--- src/rtl/seven_seg_scan_mux.sv ---
// Time-multiplexes a shadowed 4-digit BCD word onto one 7-segment decoder with blanking gaps.
// Optional: define LEADING_ZERO_BLANK_EN to suppress leading zero digits (digit 0 always shown).
module seven_seg_scan_mux #(
  parameter int unsigned REFRESH_DIV = 100000,
  parameter int unsigned BLANK_CYC   = 4,
  parameter int unsigned CNT_W       = 17
) (
  input  logic        clk,
  input  logic        reset,
  input  logic        load,
  input  logic [15:0] value,
  input  logic [3:0]  dp_in,
  output logic [3:0]  digit,
  output logic [3:0]  an,
  output logic        dp,
  output logic        tick
);

  logic [CNT_W-1:0] p_q, p_d;
  logic [1:0]       idx_q, idx_d;
  logic [15:0]      shadow_q, shadow_d;
  logic [3:0]       shadow_dp_q, shadow_dp_d;
  logic [3:0]       an_q, an_d;
  logic [3:0]       digit_q, digit_d;
  logic             dp_q, dp_d;
  logic             tick_q, tick_d;

  logic wrap;
  logic blank;
  logic suppress;

  // Outputs are computed from the post-edge state so a load or wrap shows on the same edge.
  always_comb begin
    wrap        = (p_q == CNT_W'(REFRESH_DIV - 1));
    p_d         = wrap ? '0 : p_q + 1'b1;
    idx_d       = wrap ? idx_q + 2'd1 : idx_q;
    shadow_d    = load ? value : shadow_q;
    shadow_dp_d = load ? dp_in : shadow_dp_q;
    tick_d      = wrap;
    blank       = (p_d < CNT_W'(BLANK_CYC));

    digit_d = 4'h0;
    unique case (idx_d)
      2'd0: digit_d = shadow_d[3:0];
      2'd1: digit_d = shadow_d[7:4];
      2'd2: digit_d = shadow_d[11:8];
      2'd3: digit_d = shadow_d[15:12];
      default: digit_d = 4'h0;
    endcase

    suppress = 1'b0;
`ifdef LEADING_ZERO_BLANK_EN
    // A digit is leading-zero only if it and every higher digit is 0 with no dp requested.
    unique case (idx_d)
      2'd3: suppress = (shadow_d[15:12] == 4'h0) && !shadow_dp_d[3];
      2'd2: suppress = (shadow_d[15:8] == 8'h00) && (shadow_dp_d[3:2] == 2'b00);
      2'd1: suppress = (shadow_d[15:4] == 12'h000) && (shadow_dp_d[3:1] == 3'b000);
      default: suppress = 1'b0;
    endcase
`else
    suppress = 1'b0;
`endif

    if (blank || suppress) begin
      an_d = 4'b1111;
      dp_d = 1'b1;
    end else begin
      an_d = ~(4'b0001 << idx_d);
      dp_d = ~shadow_dp_d[idx_d];
    end
  end

  always_ff @(posedge clk or posedge reset) begin
    if (reset) begin
      p_q         <= '0;
      idx_q       <= 2'd0;
      shadow_q    <= 16'h0000;
      shadow_dp_q <= 4'b0000;
      an_q        <= 4'b1111;
      digit_q     <= 4'h0;
      dp_q        <= 1'b1;
      tick_q      <= 1'b0;
    end else begin
      p_q         <= p_d;
      idx_q       <= idx_d;
      shadow_q    <= shadow_d;
      shadow_dp_q <= shadow_dp_d;
      an_q        <= an_d;
      digit_q     <= digit_d;
      dp_q        <= dp_d;
      tick_q      <= tick_d;
    end
  end

  assign digit = digit_q;
  assign an    = an_q;
  assign dp    = dp_q;
  assign tick  = tick_q;

endmodule
--- config.mk ---
export PLATFORM = sky130hd
export DESIGN_NAME = seven_seg_scan_mux
export DESIGN_NICKNAME = d
export VERILOG_FILES = /design/src/rtl/seven_seg_scan_mux.sv
export SDC_FILE = /design/constraint.sdc
export NUM_CORES = 1
export LEC_CHECK = 0
export ABC_CLOCK_PERIOD_IN_PS = 2200
export BUFFER_PORTS_ARGS = -buffer_cell sky130_fd_sc_hd__buf_2
export CAP_MARGIN = 20
export CORE_UTILIZATION = 39
export CTS_CLUSTER_SIZE = 14
export DETAILED_ROUTE_END_ITERATION = 10
export SLEW_MARGIN = 20
export SYNTH_ARGS = -nofsm -noshare
export SYNTH_HDL_FRONTEND = slang
export SYNTH_SLANG_ARGS = --single-unit
--- constraint.sdc ---
create_clock -name clk -period 2.2 [get_ports clk]
set_clock_uncertainty 0.05 [all_clocks]
set_input_delay 0.11 -clock clk [delete_from_list [all_inputs] [get_ports clk]]
set_output_delay 0.11 -clock clk [all_outputs]
set_load 0.01 [all_outputs]
==> results of run 1 <==
[layout by cell type, fill, tap and decap left out, drive strengths merged, types with 5 or more instances in the layout]
master / instances
xnor2: 12
nor2: 15
clkbuf: 5
dfstp: 5
nor3: 9
and4: 5
o21ai: 12
mux2: 21
a31oi: 5
dlygate4sd3: 11
xor2: 9
inv: 10
mux2i: 8
a21oi: 7
nand4: 7
dfrtp: 44
nand3: 11
nand2: 10
buf: 51
[state kept, by name, indices dropped and copies added (netlist names)]
register     count
an               4
idx_q            2
p_q             17
digit            4
tick             1
dp               1
shadow_q        16
shadow_dp_q      4
[layout make-up]
type	count	area [um^2]
Fill cell	560	3040
Sequential cell	49	1230
Multi-Input combinational cell	154	1120
Timing Repair Buffer	62	413
Tap cell	75	93.8
Clock buffer	5	68.8
Inverter	8	30.0
Clock inverter	3	25.0
[metal layers]
| layer | GRT usage, % | part of all wire (%) |
|---|---|---|
| met1 | 21.4 | 47 |
| met2 | 29.5 | 49 |
| met3 | 3.00 | 2.9 |
| met4 | 4.21 | 0.60 |
| met5 | 0 | 0 |
[worst reg2reg max path: stages (launching register included)]
cell and delay, ns:
dfrtp_1 0.43, ha_1 0.22, and4_1 0.23, xor2_1 0.14, or4_1 0.40, a211o_1 0.37
o21ai_1 0.22
[power groups by stage]
| stage | registers (mW) | logic (mW) | clock network [mW] |
|---|---|---|---|
| floorplan | 0.978 | 0.102 | 0 |
| global placement | 0.974 | 0.158 | 0 |
| detailed placement | 0.976 | 0.161 | 0 |
| CTS | 0.958 | 0.175 | 0.583 |
| global route | 0.963 | 0.195 | 0.622 |
| finish | 0.957 | 0.172 | 0.574 |
[final timing paths]
kind	startpoint	depth (start not counted)	end
setup / recovery	p_q[0]	6	dp
hold / removal	value[13]	2	shadow_q[13]
min in group asynchronous	reset	3	p_q[2]
max in group asynchronous	reset	4	dp
setup reg to reg	p_q[0]	6	dp
hold reg to reg	shadow_q[12]	1	shadow_q[12]
[cells by family after synthesis]
logic type | Yosys count | synth area share [%]
DFF | 49 | 49.6
muxes | 29 | 12.7
buffers and inverters | 26 | 5.18
adders and majority gates | 1 | 0.503
AOI/OAI and AO/OA | 32 | 8.40
xor gates and xnor gates | 21 | 7.40
and+or+nand+nor | 71 | 16.2
[stage by stage]
| step | hold WS (ns) | cell area, um^2 |
|---|---|---|
| final | 0.00553 | 2990 |
| after global routing | 0.00467 | 2990 |
| after CTS | 0.000707 | 2980 |
| after detailed placement | -0.0574 | 2780 |
| after global placement | -0.0551 | 2780 |
| after floorplan | 0.221 | 2490 |
[what timing repair did]
item	in CTS	in global routing
endpoints found under the setup margin	0	1
endpoints found under the hold margin	53	1
gates resized for setup	0	2
hold buffers	10	1
setup buffers	0	0
==> run metrics, run 1 <==
pre-CTS WS=0.0548 ns; Syn Nets=253; # IOs=33; setup_tns=0 ns; number of diodes=0; Seq pwr share=56.2%; sw frac=25.4%; Final Hold Vio Count=0; RSZ-0062 raised after global routing=no; relative slew slack=54.0%; final setup vio count=0; Final min period=2.13 ns; Crit. End Element=flip-flop; fin util=49.6%; Int Power=1.27 mW; Syn Inst Count=229; max-cap violations=0; PortBufs=32; drt first pass iters=4; clock latency on the worst-skew pair=0.31 ns; fin cells=356; most frequent cell after synthesis=dfrtp_1; Pleak=1.35 nW; DRC violations left=0; Chip Width=81.8 um; post-route worst setup slack=0.0681 ns; post-synthesis sequential area ratio=49.6%; clk sinks=49; CP delay by family, top=simple AND/OR/NAND/NOR gates; row count=28; Power Total=1.70 mW; Comb pwr share=10.1%; Hold Path Class=in -> reg; Post-DP HPWL=3610 um; H-tree depth=2; Synth Register Bits=49; DRC marker count from the first detailed-route iteration=93; Post-synth EDFFs=0; first-pass GRT wire length=8590 um; largest area contributor in the netlist=dfrtp_1; Power Dens Cells=570 nW/um^2; Final Max Slew Viols=0; Clock power frac=33.7%; Bufs and invs on worst path=0; CTS tree=done; total grt overflow=0; CP max-delay cell=dfrtp_1; Syn-to-layout area delta=20.3%; flop2flop setup slack=0.07 ns; Post-DRT Antenna Nets=0; RePlAce Congestion=0.860; Post-Syn Area=2490 um^2; Starting Density=41.3%; vias per inst=5.19; Routed WL=5140 um; largest net degree at the start of global routing=29; Num CTS Buffers=5; top cells by count, synth=dfrtp_1, mux2_2, nor2_1, xnor2_1; Cells after DPL=337; Avg Cell Area, Syn=10.9 um^2; top cell type's share of synthesized area=44.3%; Worst Tran Pin Value=0.689 ns; Overall Global Routing Usage=16.9%; kind of start point of the critical path=flip-flop; WP data required=2.38 ns; prevailing post-synth register cell=dfrtp_1; DIE AREA=6700 um^2; synth top area cells=dfrtp_1, mux2_2, dfstp_2; Synth async-reset ratio=100%; share of cells above drive strength 1=33.8%; NumNets Final=304; antenna violations before repair=0; core box area=6030 um^2; clk buf depth=2; CP arrival=2.31 ns; sw power=0.433 mW; Vias=1848; FMAX=469 MHz; vias in the first global route=1863; cells along the critical path=ha_1 > and4_1 > xor2_1 > or4_1 > a211o_1 > o21ai_1; Die Ht=81.8 um; WL per Instance=14.4 um; clock root buffer=clkbuf_8; CP peak stage delay=0.43 ns; Period Utilization, post-route=96.9%; status=complete, no violations; Crit Path Class=reg -> reg; CTS clk-pin slew, worst paths=0.10 ns; crit path max fanout=5; Synth cell types=37; Worst VDD drop=0.000358 V; YS warnings=0
Power figures use the tool's default switching activity.
==> run 2: changes to the inputs <==
ABC_CLOCK_PERIOD_IN_PS = 2700   (was 2200)
MAX_ROUTING_LAYER = met4   (was not set)
clock period = 2.7 ns   (was 2.2 ns; I/O delays follow)
==> run 2 against run 1 <==
  * First-iteration DRC count fell by 47%
  * Core utilization fell by 3.8 points
  * Clock power fell by 25%
  * Via count fell by 6.2%
  * Sequential share of layout area rose by 3.3 points
  * Highest routed layer unchanged
==> run metrics, run 2 (synthesized netlist as in run 1, its figures left out) <==
# IOs=33; Cells after DPL=321; drt first pass iters=4; largest register by flop count=p_q; CP peak stage delay=0.45 ns; multi-input combinational cell area=1120 um^2; most common library cell in the layout ignoring fill and taps=dfrtp_1; clock latency on the worst-skew pair=0.30 ns; clk sinks=49; CP arrival=2.47 ns; RePlAce Congestion=0.767; vias in the first global route=1725; Post-DRT Antenna Nets=0; relative slew slack=43.9%; CTS clk-pin slew, worst paths=0.09 ns; Fill cells=593; Final Hold Vio Count=0; DIE AREA=6700 um^2; setup_tns=0 ns; DRC violations left=0; share of cells above drive strength 1=29.8%; NumNets Final=278; number of diodes=0; FMAX=434 MHz; antenna violations before repair=0; Routed WL=4720 um; Pleak=1.22 nW; Hold Path Class=in -> reg; CP max-delay cell=and4_1; Post-DP HPWL=3320 um; WHS=0.0278 ns; kind of start point of the critical path=flip-flop; largest net degree at the start of global routing=50; pre-CTS WS=0.437 ns; Crit Path Class=reg -> reg; PortBufs=32; RSZ-0062 raised after global routing=no; Final min period=2.30 ns; crit path max fanout=10; vias per inst=5.25; cells along the critical path=ha_1 > and4_1 > xor2_1 > or4_1 > a211o_1 > o211ai_2; clk buf depth=2; fin cells=330; Syn-to-layout area delta=11.1%; Chip Width=81.8 um; post-route worst setup slack=0.396 ns; biggest regs=p_q x17, shadow_q x16; total grt overflow=0; Final Max Slew Viols=0; Overall Global Routing Usage=16.4%; Power Dens Cells=484 nW/um^2; first-pass GRT wire length=8080 um; Die Ht=81.8 um; WL per Instance=14.3 um; WP data required=2.87 ns; H-tree depth=2; core box area=6030 um^2; Vias=1733; register area=1230 um^2; CP delay by family, top=simple AND/OR/NAND/NOR gates; DRC marker count from the first detailed-route iteration=49; final instance area=2760 um^2; Num CTS Buffers=5; dpl cell area=2660 um^2; Starting Density=41.3%; max-cap violations=0; clock root buffer=clkbuf_8; most frequent cells in the layout=dfrtp_1, buf_2, mux2_2, nor2_1, xnor2_1; row count=28; max FFs per register=17; Crit. End Element=flip-flop; Bufs and invs on worst path=0; CTS tree=done; Period Utilization, post-route=85.3%; status=complete, no violations; final setup vio count=0; Worst Tran Pin Value=0.842 ns; Worst VDD drop=0.000211 V
## run 2: changes by cell type in the layout (fill, tap and decap cells not counted)
cell,previous run,this run
dfrtp_1,42,44
clkinv_2,0,1
clkbuf_1,0,1
clkinvlp_4,1,2
inv_6,2,0
dfrtp_2,2,0
inv_2,3,2
buf_4,19,3
dlygate4sd3_1,11,1
## run 2: through the flow
step	total power [mW]	util, %
6_report	1.34	45.8
5_1_grt	1.41	45.8
4_1_cts	1.36	45.7
3_5_place_dp	0.925	44.2
3_3_place_gp	0.920	44.2
2_1_floorplan	0.880	-
## run 2: final timing paths
check / startpoint / to / slack [ns] / cells past startpoint
max reg2reg: p_q[0] / an[1] / 0.40 / 6
max in group asynchronous: reset / p_q[8] / 1.63 / 3
max: p_q[0] / an[1] / 0.40 / 6
min reg2reg: shadow_q[4] / shadow_q[4] / 0.45 / 1
min in group asynchronous: reset / p_q[5] / 0.46 / 3
min: value[7] / shadow_q[7] / 0.03 / 2
## run 2: area by class of cell
cell class | count | area share, %
flip-flops and latches | 49 | 44.6
multi-input cells | 154 | 40.7
repair buffers | 36 | 6.97
well taps | 75 | 3.40
clock buffers | 6 | 2.63
inverters | 8 | 1.13
clock inverters | 2 | 0.543
## run 2: report_power, final
part           leakage [nW]  total (mW)  switching, mW  internal (mW)
Sequential            0.598       0.780        0.00900          0.771
Clock                0.0374       0.431          0.248          0.183
Combinational         0.585       0.126         0.0643         0.0620
## run 2: timing repair
item | 4_1_cts | 5_1_grt
buffers inserted | 0 | 0
hold buffers | 0 | 1
gates resized for setup | 0 | 0
endpoints found under the hold margin | 0 | 33
## run 2: metal layers
layer	part of all wire [%]	GRT usage, %	routed length (um)	vias to the layer above
li1	-	-	-	863
met1	47	20.2	2230	841
met2	49	27.5	2330	25
met3	2.3	2.67	109	4
met4	0.91	5.26	43	0
met5	0	-	0	-
==> run 3: changes to the inputs <==
HOLD_SLACK_MARGIN = 0.12   (was not set)
==> run 3 against run 2 <==
  * Maximum frequency increased by 0.13%
  * Worst hold slack gained 0.32 ns
  * Clock-buffer cell count unchanged
  * Combinational power grew 17%
  * First-iteration DRC count is 16% lower
  * Worst setup slack improved by 0.0030 ns
  * Largest power group unchanged
  * Largest cell class unchanged
  * Critical path type unchanged
==> run metrics, run 3 (synthesized netlist as in run 1, its figures left out) <==
cells along the critical path=ha_1 > and4_1 > xor2_1 > or4_1 > a211o_1 > o211ai_2; kind of start point of the critical path=flip-flop; Final min period=2.30 ns; Final Hold Vio Count=0; CP arrival=2.47 ns; FMAX=435 MHz; CTS clk-pin slew, worst paths=0.09 ns; PortBufs=32; Crit. End Element=flip-flop; largest net degree at the start of global routing=50; Power Dens Cells=458 nW/um^2; most frequent cells in the layout=dfrtp_1, buf_2, mux2_2, dlygate4sd3_1, nor2_1; setup_tns=0 ns; relative slew slack=44.9%; largest register by flop count=p_q; Hold Path Class=in -> reg; Starting Density=41.3%; Crit Path Class=reg -> reg; CP delay by family, top=simple AND/OR/NAND/NOR gates; vias per inst=5.15; Period Utilization, post-route=85.2%; WHS=0.349 ns; biggest regs=p_q x17, shadow_q x16; Bufs and invs on worst path=0; DRC violations left=0; Routed WL=4900 um; drt first pass iters=4; Worst Tran Pin Value=0.826 ns; Cells after DPL=321; first-pass GRT wire length=8340 um; Vias=1804; core box area=6030 um^2; number of diodes=0; max FFs per register=17; NumNets Final=298; CP max-delay cell=and4_1; WL per Instance=14.0 um; status=complete, no violations; Chip Width=81.8 um; max-cap violations=0; RePlAce Congestion=0.767; post_cts resized=0; clk sinks=49; CP peak stage delay=0.46 ns; antenna violations before repair=0; Worst VDD drop=0.000211 V; HP Start=load; crit path max fanout=10; Pleak=1.30 nW; row count=28; clock latency on the worst-skew pair=0.30 ns; DIE AREA=6700 um^2; Post-DP HPWL=3320 um; fin cells=350; Final Max Slew Viols=0; clk buf depth=2; Overall Global Routing Usage=17.0%; Post-DRT Antenna Nets=0; Die Ht=81.8 um; CTS tree=done; WP data required=2.87 ns; Syn-to-layout area delta=19.2%; Setup crit start=p_q[0]; Post-CTS Setup Bufs=0; Reg-to-Reg Start=p_q[0]; vias in the first global route=1808; H-tree depth=2; most common library cell in the layout ignoring fill and taps=dfrtp_1; total grt overflow=0; share of cells above drive strength 1=27.6%; flop2flop setup slack=0.40 ns; RSZ-0062 raised after global routing=no; # IOs=33; final setup vio count=0; Num CTS Buffers=5; DRC marker count from the first detailed-route iteration=41; clock root buffer=clkbuf_8
-- run 3: where the power goes --
group / internal, mW / switching [mW] / leakage [nW]
sequential: 0.771 / 0.00916 / 0.598
clock: 0.183 / 0.245 / 0.0374
combinational: 0.0807 / 0.0674 / 0.669
-- run 3: path summary, 6_finish.rpt --
| kind | endpoint | cells past startpoint |
|---|---|---|
| min reg2reg | shadow_q[13] | 1 |
| min | shadow_q[3] | 3 |
| max reg2reg | an[1] | 6 |
| min in group asynchronous | p_q[5] | 3 |
| max | an[1] | 6 |
| max in group asynchronous | p_q[2] | 3 |
-- run 3: cell type report --
cell class	instances	area [um^2]
repair buffers	56	393
inverters	8	31.3
fillers	567	3060
clock buffers	6	72.6
flip-flops and latches	49	1230
clock inverters	2	15.0
multi-input cells	154	1120
well taps	75	93.8
-- run 3: layer usage --
layer  track usage [%]  up-vias  share of wire, %
li1                  -      899                 -
met1              20.3      868                45
met2              28.9       33                51
met3              2.67        4               2.7
met4              5.61        0              0.88
met5                 -        -                 0
-- run 3: timing repair --
item / 4_1_cts / 5_1_grt
hold buffers: 21 / 0
setup endpoints to repair: 0 / 0
endpoints found under the hold margin: 64 / 0
-- run 3: metrics by stage --
step / area [um^2] / util, % / total power [mW] / setup WS, ns
final: 2960 / 49.2 / 1.36 / 0.399
after global routing: 2960 / 49.2 / 1.43 / 0.205
after CTS: 2960 / 49.1 / 1.38 / 0.395
after detailed placement: 2660 / 44.2 / 0.925 / 0.437
after global placement: 2660 / 44.2 / 0.920 / 0.451
after floorplan: 2490 / - / 0.880 / 0.552
-- run 3: tightest hold or removal path: cells and delay by family --
family	cells	cell delay, ns
buffers and inverters	2	0.31
multiplexers	1	0.21
